--- src/rtl/load_store_unit.sv ---
// ---------------------------------------------------------------------------
// load_store_unit
//
// Bridges the execute stage and a word-addressed data memory. An RV32I
// load/store request (funct3, byte address, right-aligned rs2 data) becomes one
// or two word accesses with byte enables and lane-shifted write data. The load
// result is then shifted down and sign- or zero-extended. The memory registers
// its inputs, so read data for an address appears on mem_q one cycle later.
//
// Ports
//   clock, reset   single clock; synchronous active-high reset
//   req_valid      request present
//   req_ready      high in IDLE only; accept on valid && ready
//   req_write      1 = store, 0 = load
//   req_funct3     RV32I funct3
//   req_addr       byte address (bits [MEM_ADDR_WIDTH+1:0] used)
//   req_wdata      store data, right-aligned
//   rsp_valid      one-cycle completion pulse
//   rsp_rdata      extended load data (0 unless a successful load completes)
//   rsp_error      illegal funct3 / unsupported misalignment, with rsp_valid
//   mem_address    word address to data memory
//   mem_byteena    byte enables
//   mem_data       lane-aligned write data
//   mem_wren       write enable (forced low while reset is asserted)
//   mem_q          memory read data, one cycle after the address
// ---------------------------------------------------------------------------
module load_store_unit #(
  parameter int MEM_ADDR_WIDTH   = 10,
  parameter bit MISALIGNED_SPLIT = 1'b1
) (
  input  logic                      clock,
  input  logic                      reset,
  input  logic                      req_valid,
  output logic                      req_ready,
  input  logic                      req_write,
  input  logic [2:0]                req_funct3,
  input  logic [31:0]               req_addr,
  input  logic [31:0]               req_wdata,
  output logic                      rsp_valid,
  output logic [31:0]               rsp_rdata,
  output logic                      rsp_error,
  output logic [MEM_ADDR_WIDTH-1:0] mem_address,
  output logic [3:0]                mem_byteena,
  output logic [31:0]               mem_data,
  output logic                      mem_wren,
  input  logic [31:0]               mem_q
);

  localparam logic [1:0] S_IDLE = 2'd0;
  localparam logic [1:0] S_ACC1 = 2'd1;
  localparam logic [1:0] S_ACC2 = 2'd2;
  localparam logic [1:0] S_FIN  = 2'd3;

  // Byte mask for the access size encoded in funct3[1:0].
  function automatic logic [3:0] size_mask(input logic [1:0] sz);
    case (sz)
      2'b00:   return 4'b0001;
      2'b01:   return 4'b0011;
      default: return 4'b1111;
    endcase
  endfunction

  // Byte lanes touched across two consecutive words; bits [7:4] set means
  // the access spills into the following word.
  function automatic logic [7:0] lane_map(input logic [1:0] sz, input logic [1:0] off);
    return {4'b0000, size_mask(sz)} << off;
  endfunction

  function automatic logic is_legal(input logic wr, input logic [2:0] f3);
    if (wr)
      return (f3 == 3'b000) || (f3 == 3'b001) || (f3 == 3'b010);
    else
      return !((f3 == 3'b011) || (f3 == 3'b110) || (f3 == 3'b111));
  endfunction

  // -------------------------------------------------------------------------
  // State and request registers
  // -------------------------------------------------------------------------
  logic [1:0]                state_reg, state_next;
  logic                      write_reg;
  logic [2:0]                funct3_reg;
  logic [MEM_ADDR_WIDTH+1:0] addr_reg;
  logic [31:0]               wdata_reg;
  logic [31:0]               lo_word_reg;
  logic                      error_reg;

  // Upper address bits are outside the memory and deliberately ignored.
  logic unused_addr_hi;
  assign unused_addr_hi = ^req_addr[31:MEM_ADDR_WIDTH+2];

  // Decode of the incoming request (used only on the accept edge).
  logic [7:0] in_lanes;
  logic       in_misaligned;
  logic       in_error;
  logic       accept;

  assign accept        = req_valid && (state_reg == S_IDLE);
  assign in_lanes      = lane_map(req_funct3[1:0], req_addr[1:0]);
  assign in_misaligned = |in_lanes[7:4];
  assign in_error      = !is_legal(req_write, req_funct3) || (in_misaligned && !MISALIGNED_SPLIT);

  // Decode of the registered request.
  logic [1:0]                off;
  logic [MEM_ADDR_WIDTH-1:0] word_addr;
  logic [7:0]                lanes;
  logic                      misaligned;

  assign off        = addr_reg[1:0];
  assign word_addr  = addr_reg[MEM_ADDR_WIDTH+1:2];
  assign lanes      = lane_map(funct3_reg[1:0], off);
  assign misaligned = |lanes[7:4];

  // -------------------------------------------------------------------------
  // Store data: wdata shifted up by off bytes into a 64-bit two-word window.
  // -------------------------------------------------------------------------
  logic [63:0] wide;

  genvar gi;
  generate
    for (gi = 0; gi < 8; gi++) begin : g_wide
      logic [2:0] sel;
      assign sel = 3'(gi) - {1'b0, off};
      assign wide[8*gi +: 8] = ((3'(gi) >= {1'b0, off}) && (sel < 3'd4))
                               ? wdata_reg[{sel[1:0], 3'b000} +: 8] : 8'h00;
    end
  endgenerate

  // -------------------------------------------------------------------------
  // Load data: two-word window shifted down by off bytes.
  // When the access was split, lo_word holds the first word and mem_q the
  // second; otherwise mem_q alone carries the data.
  // -------------------------------------------------------------------------
  logic [63:0] cat;
  logic [7:0]  cat_bytes [8];
  logic [31:0] load_raw;
  logic [31:0] load_ext;

  assign cat = misaligned ? {mem_q, lo_word_reg} : {32'h0, mem_q};

  generate
    for (gi = 0; gi < 8; gi++) begin : g_cat
      assign cat_bytes[gi] = cat[8*gi +: 8];
    end
    for (gi = 0; gi < 4; gi++) begin : g_raw
      assign load_raw[8*gi +: 8] = cat_bytes[3'(gi) + {1'b0, off}];
    end
  endgenerate

  always_comb begin
    load_ext = load_raw;
    case (funct3_reg)
      3'b000:  load_ext = {{24{load_raw[7]}},  load_raw[7:0]};
      3'b001:  load_ext = {{16{load_raw[15]}}, load_raw[15:0]};
      3'b100:  load_ext = {24'h0, load_raw[7:0]};
      3'b101:  load_ext = {16'h0, load_raw[15:0]};
      default: load_ext = load_raw;
    endcase
  end

  // -------------------------------------------------------------------------
  // Next state
  // -------------------------------------------------------------------------
  always_comb begin
    state_next = state_reg;
    case (state_reg)
      S_IDLE: if (req_valid) state_next = in_error ? S_FIN : S_ACC1;
      S_ACC1: state_next = misaligned ? S_ACC2 : S_FIN;
      S_ACC2: state_next = S_FIN;
      default: state_next = S_IDLE;
    endcase
  end

  always_ff @(posedge clock) begin
    if (reset) begin
      state_reg   <= S_IDLE;
      write_reg   <= 1'b0;
      funct3_reg  <= 3'b000;
      addr_reg    <= '0;
      wdata_reg   <= 32'h0;
      lo_word_reg <= 32'h0;
      error_reg   <= 1'b0;
    end else begin
      state_reg <= state_next;
      if (accept) begin
        write_reg  <= req_write;
        funct3_reg <= req_funct3;
        addr_reg   <= req_addr[MEM_ADDR_WIDTH+1:0];
        wdata_reg  <= req_wdata;
        error_reg  <= in_error;
      end
      // First word of a split load arrives while the second is addressed.
      if ((state_reg == S_ACC2) && !write_reg)
        lo_word_reg <= mem_q;
    end
  end

  // -------------------------------------------------------------------------
  // Outputs: all mem_* idle in IDLE and FIN, response only in FIN.
  // -------------------------------------------------------------------------
  always_comb begin
    req_ready   = (state_reg == S_IDLE);
    rsp_valid   = 1'b0;
    rsp_rdata   = 32'h0;
    rsp_error   = 1'b0;
    mem_address = '0;
    mem_byteena = 4'b0000;
    mem_data    = 32'h0;
    mem_wren    = 1'b0;
    case (state_reg)
      S_ACC1: begin
        mem_address = word_addr;
        mem_byteena = lanes[3:0];
        mem_data    = wide[31:0];
        mem_wren    = write_reg && !reset;
      end
      S_ACC2: begin
        // Word address wraps naturally at the memory size.
        mem_address = word_addr + MEM_ADDR_WIDTH'(1);
        mem_byteena = lanes[7:4];
        mem_data    = wide[63:32];
        mem_wren    = write_reg && !reset;
      end
      S_FIN: begin
        rsp_valid = 1'b1;
        rsp_error = error_reg;
        rsp_rdata = (!write_reg && !error_reg) ? load_ext : 32'h0;
      end
      default: ;
    endcase
  end

endmodule

--- config.mk ---
export PLATFORM = sky130hd
export DESIGN_NAME = load_store_unit
export DESIGN_NICKNAME = d
export VERILOG_FILES = /design/src/rtl/load_store_unit.sv
export SDC_FILE = /design/constraint.sdc
export NUM_CORES = 1
export LEC_CHECK = 0
export CAP_MARGIN = 20
export CORE_MARGIN = 10
export CORE_UTILIZATION = 45
export CTS_CLUSTER_DIAMETER = 120
export DETAILED_ROUTE_END_ITERATION = 12
export GPL_TIMING_DRIVEN = 0
export PLACE_DENSITY = 0.82
export SETUP_SLACK_MARGIN = 0.02
export SLEW_MARGIN = 20
export SYNTH_ARGS = -nofsm -noshare
export SYNTH_HDL_FRONTEND = slang
export SYNTH_SLANG_ARGS = --single-unit
--- constraint.sdc ---
create_clock -name clock -period 3.1 [get_ports clock]
set_input_delay 0.62 -clock clock [delete_from_list [all_inputs] [get_ports clock]]
set_output_delay 0.62 -clock clock [all_outputs]
set_load 0.01 [all_outputs]
== After elaboration in Yosys (flattened, before gate mapping) ==
Index checks and enable logic that the tools add are counted.
Storage, ports and cells
  register bits: 83
  latch bits: 0
  bits in writable memories: 0
  ROM bits: 0
  input port bits: 103
  logic and storage cells: 124
  memories: 0
Cells by class
  add/sub/neg operators: 12
  multiply operators: 0
  div/mod/pow operators: 0
  magnitude comparators: 18
  equal/unequal tests: 13
  shift operators: 9
  muxes and demuxes: 36
  bitwise gates (word level): 4
  reduce and logical (&&, ||, !) cells: 25
Operators by type and width (count)
  $shiftx 32x6->8: 8
  $mux 8: 16
  $pmux 32 s4: 1
  $bmux 8 s3: 4
  $mux 32: 2
  $mux 64: 1
  $pmux 32 s2: 1
  $lt 3x3->1 const B: 8
  $pmux 10 s2: 1
  $ge 4x4->1 const B: 4
  $pmux 4 s2: 2
  $eq 3x3->1 const B: 4
  $not 3->4: 3
  $sub 3x2->3 const A: 4
  $add 10x1->10 const B: 1
  $logic_and 1x1->1: 10
  $ge 3x2->1 const A: 3
  $shl 4x2->8: 1
  $add 2x2->3 const A: 2
  $eq 3x1->1 const B: 2
  $eq 3x2->1 const B: 2
  $logic_not 3->1: 2
  $pmux 2 s3: 1
  $sub 1x2->3 const A: 2
  15 further kinds: 32

== Logic depth before layout (Yosys ltp) ==
  depth after elaboration: 11
  mapped depth: 11
  gate-level depth less buffers: 7

== Worst setup path after synthesis ==
OpenSTA, ideal clock, no wires.
  path kind: register to output
  start: register addr_reg[0]
  end: output rsp_rdata[26]
  arrival: 2810 ps
  data required time: 2480 ps
  slack: -330 ps
  cell stages (with the launch flop): 12
  path through: dfxtp_1 inv_1 buf_2 clkbuf_1 ha_1 buf_6 clkbuf_1 nand4b_1 nor2_1 a2111oi_0 a21boi_0 nor3b_1
Between the ends
  cells in the longest elaborated chain, start to end: 9
RTL lines
  start, declared: line 82  | logic [MEM_ADDR_WIDTH+1:0] addr_reg;
  start signal, assigned: line 187  | addr_reg <= req_addr[MEM_ADDR_WIDTH+1:0];
  $shl 4x2->8: line 66  | return {4'b0000, size_mask(sz)} << off;
  $reduce_or 4->1: line 111  | assign misaligned = |lanes[7:4];
  $mux 64: line 138  | assign cat = misaligned ? {mem_q, lo_word_reg} : {32'h0, mem_q};
  $bmux 8 s3: line 145  | assign load_raw[8*gi +: 8] = cat_bytes[3'(gi) + {1'b0, off}];
  $mux 8 (implied by the code) (2 in series): line 145
  $pmux 32 s4 (*): line 151  | case (funct3_reg)
  $mux 32 (*): line 226  | rsp_rdata = (!write_reg && !error_reg) ? load_ext : 32'h0;
  $mux 32 (*): line 209  | case (state_reg)
  end, declared: line 40  | output logic [31:0] rsp_rdata,
Every way passes the cells marked *; elsewhere a longest branch is shown, timed or not. The select of a mux whose other input is x is not followed.

== Worst setup path in the final report ==
  start: register addr_reg[0]
  end: output rsp_rdata[25]
Same word-level chain as after synthesis.

==> impl_metrics.env <==
export IMPL_numCtsBuffers=9
export IMPL_grt_pass1_wl_um=47810
export IMPL_end_kind="output port"
export IMPL_pwr_share_comb=0.595
export IMPL_cts_tree="done"
export IMPL_synth_ff_type="dfxtp_1"
export IMPL_drc=0
export IMPL_maxSlewViolCount=0
export IMPL_dpl_instance_area_sq_um=8787
export IMPL_clkPwrFrac=0.169
export IMPL_maxCapViolations=0
export IMPL_reg2reg_from="state_reg[0]"
export IMPL_p_sw_mw=2.874
export IMPL_yosysWarningCount=0
export IMPL_crit_slowest_cell="dfxtp_4"
export IMPL_clk_pin_slew_worst_paths_ns=0.07
export IMPL_grt_pass1_vias=8454
export IMPL_wl_per_cell_um=25.73
export IMPL_wl_um=32520
export IMPL_clock_root_buffer="clkbuf_16"
export IMPL_p_per_area_nw_per_um2=651.6
export IMPL_vias=8459
export IMPL_ios=185
export IMPL_routabilityCongestion=1.019
export IMPL_ctsLongestPathBuffers=2
export IMPL_reg2reg_slack_ns=0.94
export IMPL_ant_nets=0
export IMPL_clk_latency_ns=0.36
export IMPL_crit_type="register to output port"
export IMPL_cts_sinks=83
export IMPL_grt_overflow_total=0
export IMPL_timing_final_ws_setup_ns=-0.3345
export IMPL_synth_area_leaders="dfxtp_1 24%, mux4_2 14%, nand2_1 12%"
export IMPL_hpwl_um=21150
export IMPL_final_area_sq_um=10180
export IMPL_power_frac_seq=0.236
export IMPL_synth_fp_nets=960
export IMPL_post_route_min_period_ns=3.435
export IMPL_crit_path_start="addr_reg[0]"
export IMPL_synth_edff_count=0
export IMPL_die_area_sq_um=20690
export IMPL_period_share=1.108
export IMPL_nets=1183
export IMPL_antenna_found_initial=0
export IMPL_ir_drop_v=0.0003345
export IMPL_fillers=1213
export IMPL_hp_class="register to register"
export IMPL_place_ws_ns=-1.447
export IMPL_synth_cells=849
export IMPL_worstPathMaxFanout=6
export IMPL_rows=45
export IMPL_initial_core_util=0.4574
export IMPL_violations="setup timing"
export IMPL_hold_end="lo_word_reg[6]"
export IMPL_p_leak_nw=4.074
export IMPL_hold_depth=2
export IMPL_io_buffers=163
export IMPL_yosysTopAreaCellShare=0.2408
export IMPL_hold_viol=0
export IMPL_intPower_mw=3.762
export IMPL_setup_viol=56
export IMPL_syn_area_per_cell_sq_um=8.129
export IMPL_reg2reg_depth=7
export IMPL_routed_via_density=6.692
export IMPL_tightest_slew_ns=0.8858
export IMPL_ys_ff_latch=83
export IMPL_die_w_um=143.8
export IMPL_cp_arrival_ns=2.81
export IMPL_yosysTopAreaCell="dfxtp_1"
export IMPL_core_sq_um=15090
export IMPL_r2r_end="wdata_reg[16]"
export IMPL_yosysMostFrequentCell="nand2_1"
export IMPL_multiInputGateArea_sq_um=5250
export IMPL_path_cells="inv_4, buf_8, clkbuf_16, ha_4, buf_12, clkbuf_16, nand4_1, buf_4, buf_6, nor2_1, a2111oi_2, o21ai_1, nor3_2, buf_2"
export IMPL_async_flop_share=0
export IMPL_hp_start="lo_word_reg[6]"
export IMPL_die_h_um=143.8
export IMPL_drtPass1Iterations=7
export IMPL_cp_common_cell="clkbuf_16"
export IMPL_drtIter0Drc=1238
export IMPL_p_sw_frac=0.4331
export IMPL_max_slew_margin=0.4095
export IMPL_crit_required_ns=2.48
export IMPL_synth_distinct_cells=68
export IMPL_syn_area_sq_um=6902
export IMPL_fmax_mhz=291.2
export IMPL_drive_above_1_share=0.2928
export IMPL_clock_skew_ns=0.006235
export IMPL_syn2layout_area_growth_pct=47.55
export IMPL_start_kind="register"
export IMPL_grt_use_total=0.3002
export IMPL_crit_path_max_incr_delay_ns=0.39
export IMPL_cts_max_level=3
export IMPL_yosysSeqAreaShare=0.2408
export IMPL_status="finished with violations"
export IMPL_ys_top_cells_by_count="221 x nand2_1, 99 x a21oi_1, 83 x dfxtp_1"
export IMPL_hold_buffers=0
export IMPL_grt_max_degree=15
export IMPL_rsz0062_at_grt="yes"
export IMPL_register_area_sq_um=1675
export IMPL_antenna_cells=0
-- worst max path at each step --
stage                    end  slack [ns]  cells past startpoint
3_5_place_dp     mem_data[7]       -1.45                     10
3_3_place_gp     mem_data[7]       -1.42                     10
6_report       rsp_rdata[25]       -0.33                     14
4_1_cts        rsp_rdata[16]       -0.24                     15
2_1_floorplan  rsp_rdata[19]        0.03                     11
5_1_grt        rsp_rdata[18]       -0.38                     15
-- timing repair --
action,in CTS,in global routing
gates cloned,4,2
endpoints found under the hold margin,0,0
setup endpoints to repair,77,75
gates resized for setup,326,99
pin swaps,26,6
setup buffers,36,17
-- layout make-up --
class	count	area share
timing repair buffer	219	0.1982
buffer	68	0.06463
tap	188	0.02310
inverter	10	0.005529
sequential	83	0.1645
clock inverter	6	0.006389
multi-input combinational	681	0.5155
clock buffer	9	0.02212
-- power by group through the flow --
stage                     Sequential [mW]  Combinational (mW)  Clock, mW
final                                1.56                3.95       1.12
after global routing                 1.59                4.10       1.15
after CTS                            1.53                3.54       1.11
after detailed placement             1.54                2.86          0
after global placement               1.53                2.82          0
after floorplan                      1.46                1.89          0
-- cell families (layout without fill, tap and decap cells) --
family / count (synthesis) / in the layout / synth area share
xor gates and xnor gates: 3 / 3 / 0.003808
muxes: 101 / 101 / 0.2373
and+or+nand+nor: 364 / 364 / 0.2462
adders and majority gates: 8 / 8 / 0.01450
buffers and inverters: 85 / 312 / 0.06635
DFF: 83 / 83 / 0.2408
AOI/OAI and AO/OA: 205 / 205 / 0.1911
-- layer usage --
| layer | vias up | GRT usage | wire length (um) |
|---|---|---|---|
| met3 | 203 | 0.1050 | 4736 |
| met2 | 818 | 0.4743 | 14280 |
| met1 | 3911 | 0.3460 | 11360 |
| li1 | 3527 | - | - |
| met5 | - | 0 | 0 |
| met4 | 0 | 0.1709 | 2137 |
-- critical path: cells and delay by family, from the launching register on --
kind / cells / cell delay, ns
buf+inv: 8 / 1.00
compound gates: 2 / 0.54
flops: 1 / 0.39
simple gates: 3 / 0.29
fa+ha+maj: 1 / 0.23
-- layout by cell type, fill, tap and decap left out, types with 5 or more instances in the layout --
cell type / instances
buf_4: 37
nand2_1: 220
a31oi_1: 6
dlygate4sd2_1: 11
mux2_2: 7
buf_8: 8
buf_12: 11
mux2i_1: 25
clkdlybuf4s50_1: 99
clkbuf_2: 13
a21oi_1: 97
nand3_1: 6
a22o_1: 8
nor2_1: 31
nor2b_4: 9
mux4_2: 44
buf_6: 32
mux2i_2: 13
a2111oi_2: 5
dfxtp_1: 78
inv_1: 6
nor3_2: 10
a211oi_1: 7
nor4_1: 5
mux2_4: 5
nor3_4: 5
and2_1: 13
o21ai_0: 15
and3_1: 17
clkbuf_1: 24
clkbuf_16: 15
a21o_1: 8
o22ai_1: 11
buf_2: 31
nor2b_1: 13
-- stage by stage --
| stage | hold WS, ns | util | total power, mW | setup TNS, ns | std cells |
|---|---|---|---|---|---|
| 3_3_place_gp | 0.4541 | 0.5823 | 4.348 | -52.60 | 1200 |
| 6_report | 0.4755 | 0.6749 | 6.636 | -9.986 | 1264 |
| 5_1_grt | 0.4976 | 0.6749 | 6.839 | -12.29 | 1264 |
| 2_1_floorplan | 0.4412 | - | 3.356 | 0 | 849 |
| 4_1_cts | 0.4732 | 0.6519 | 6.182 | -7.232 | 1249 |
| 3_5_place_dp | 0.4634 | 0.5823 | 4.402 | -54.60 | 1200 |
Note: power is estimated with default switching activity, not from simulation.
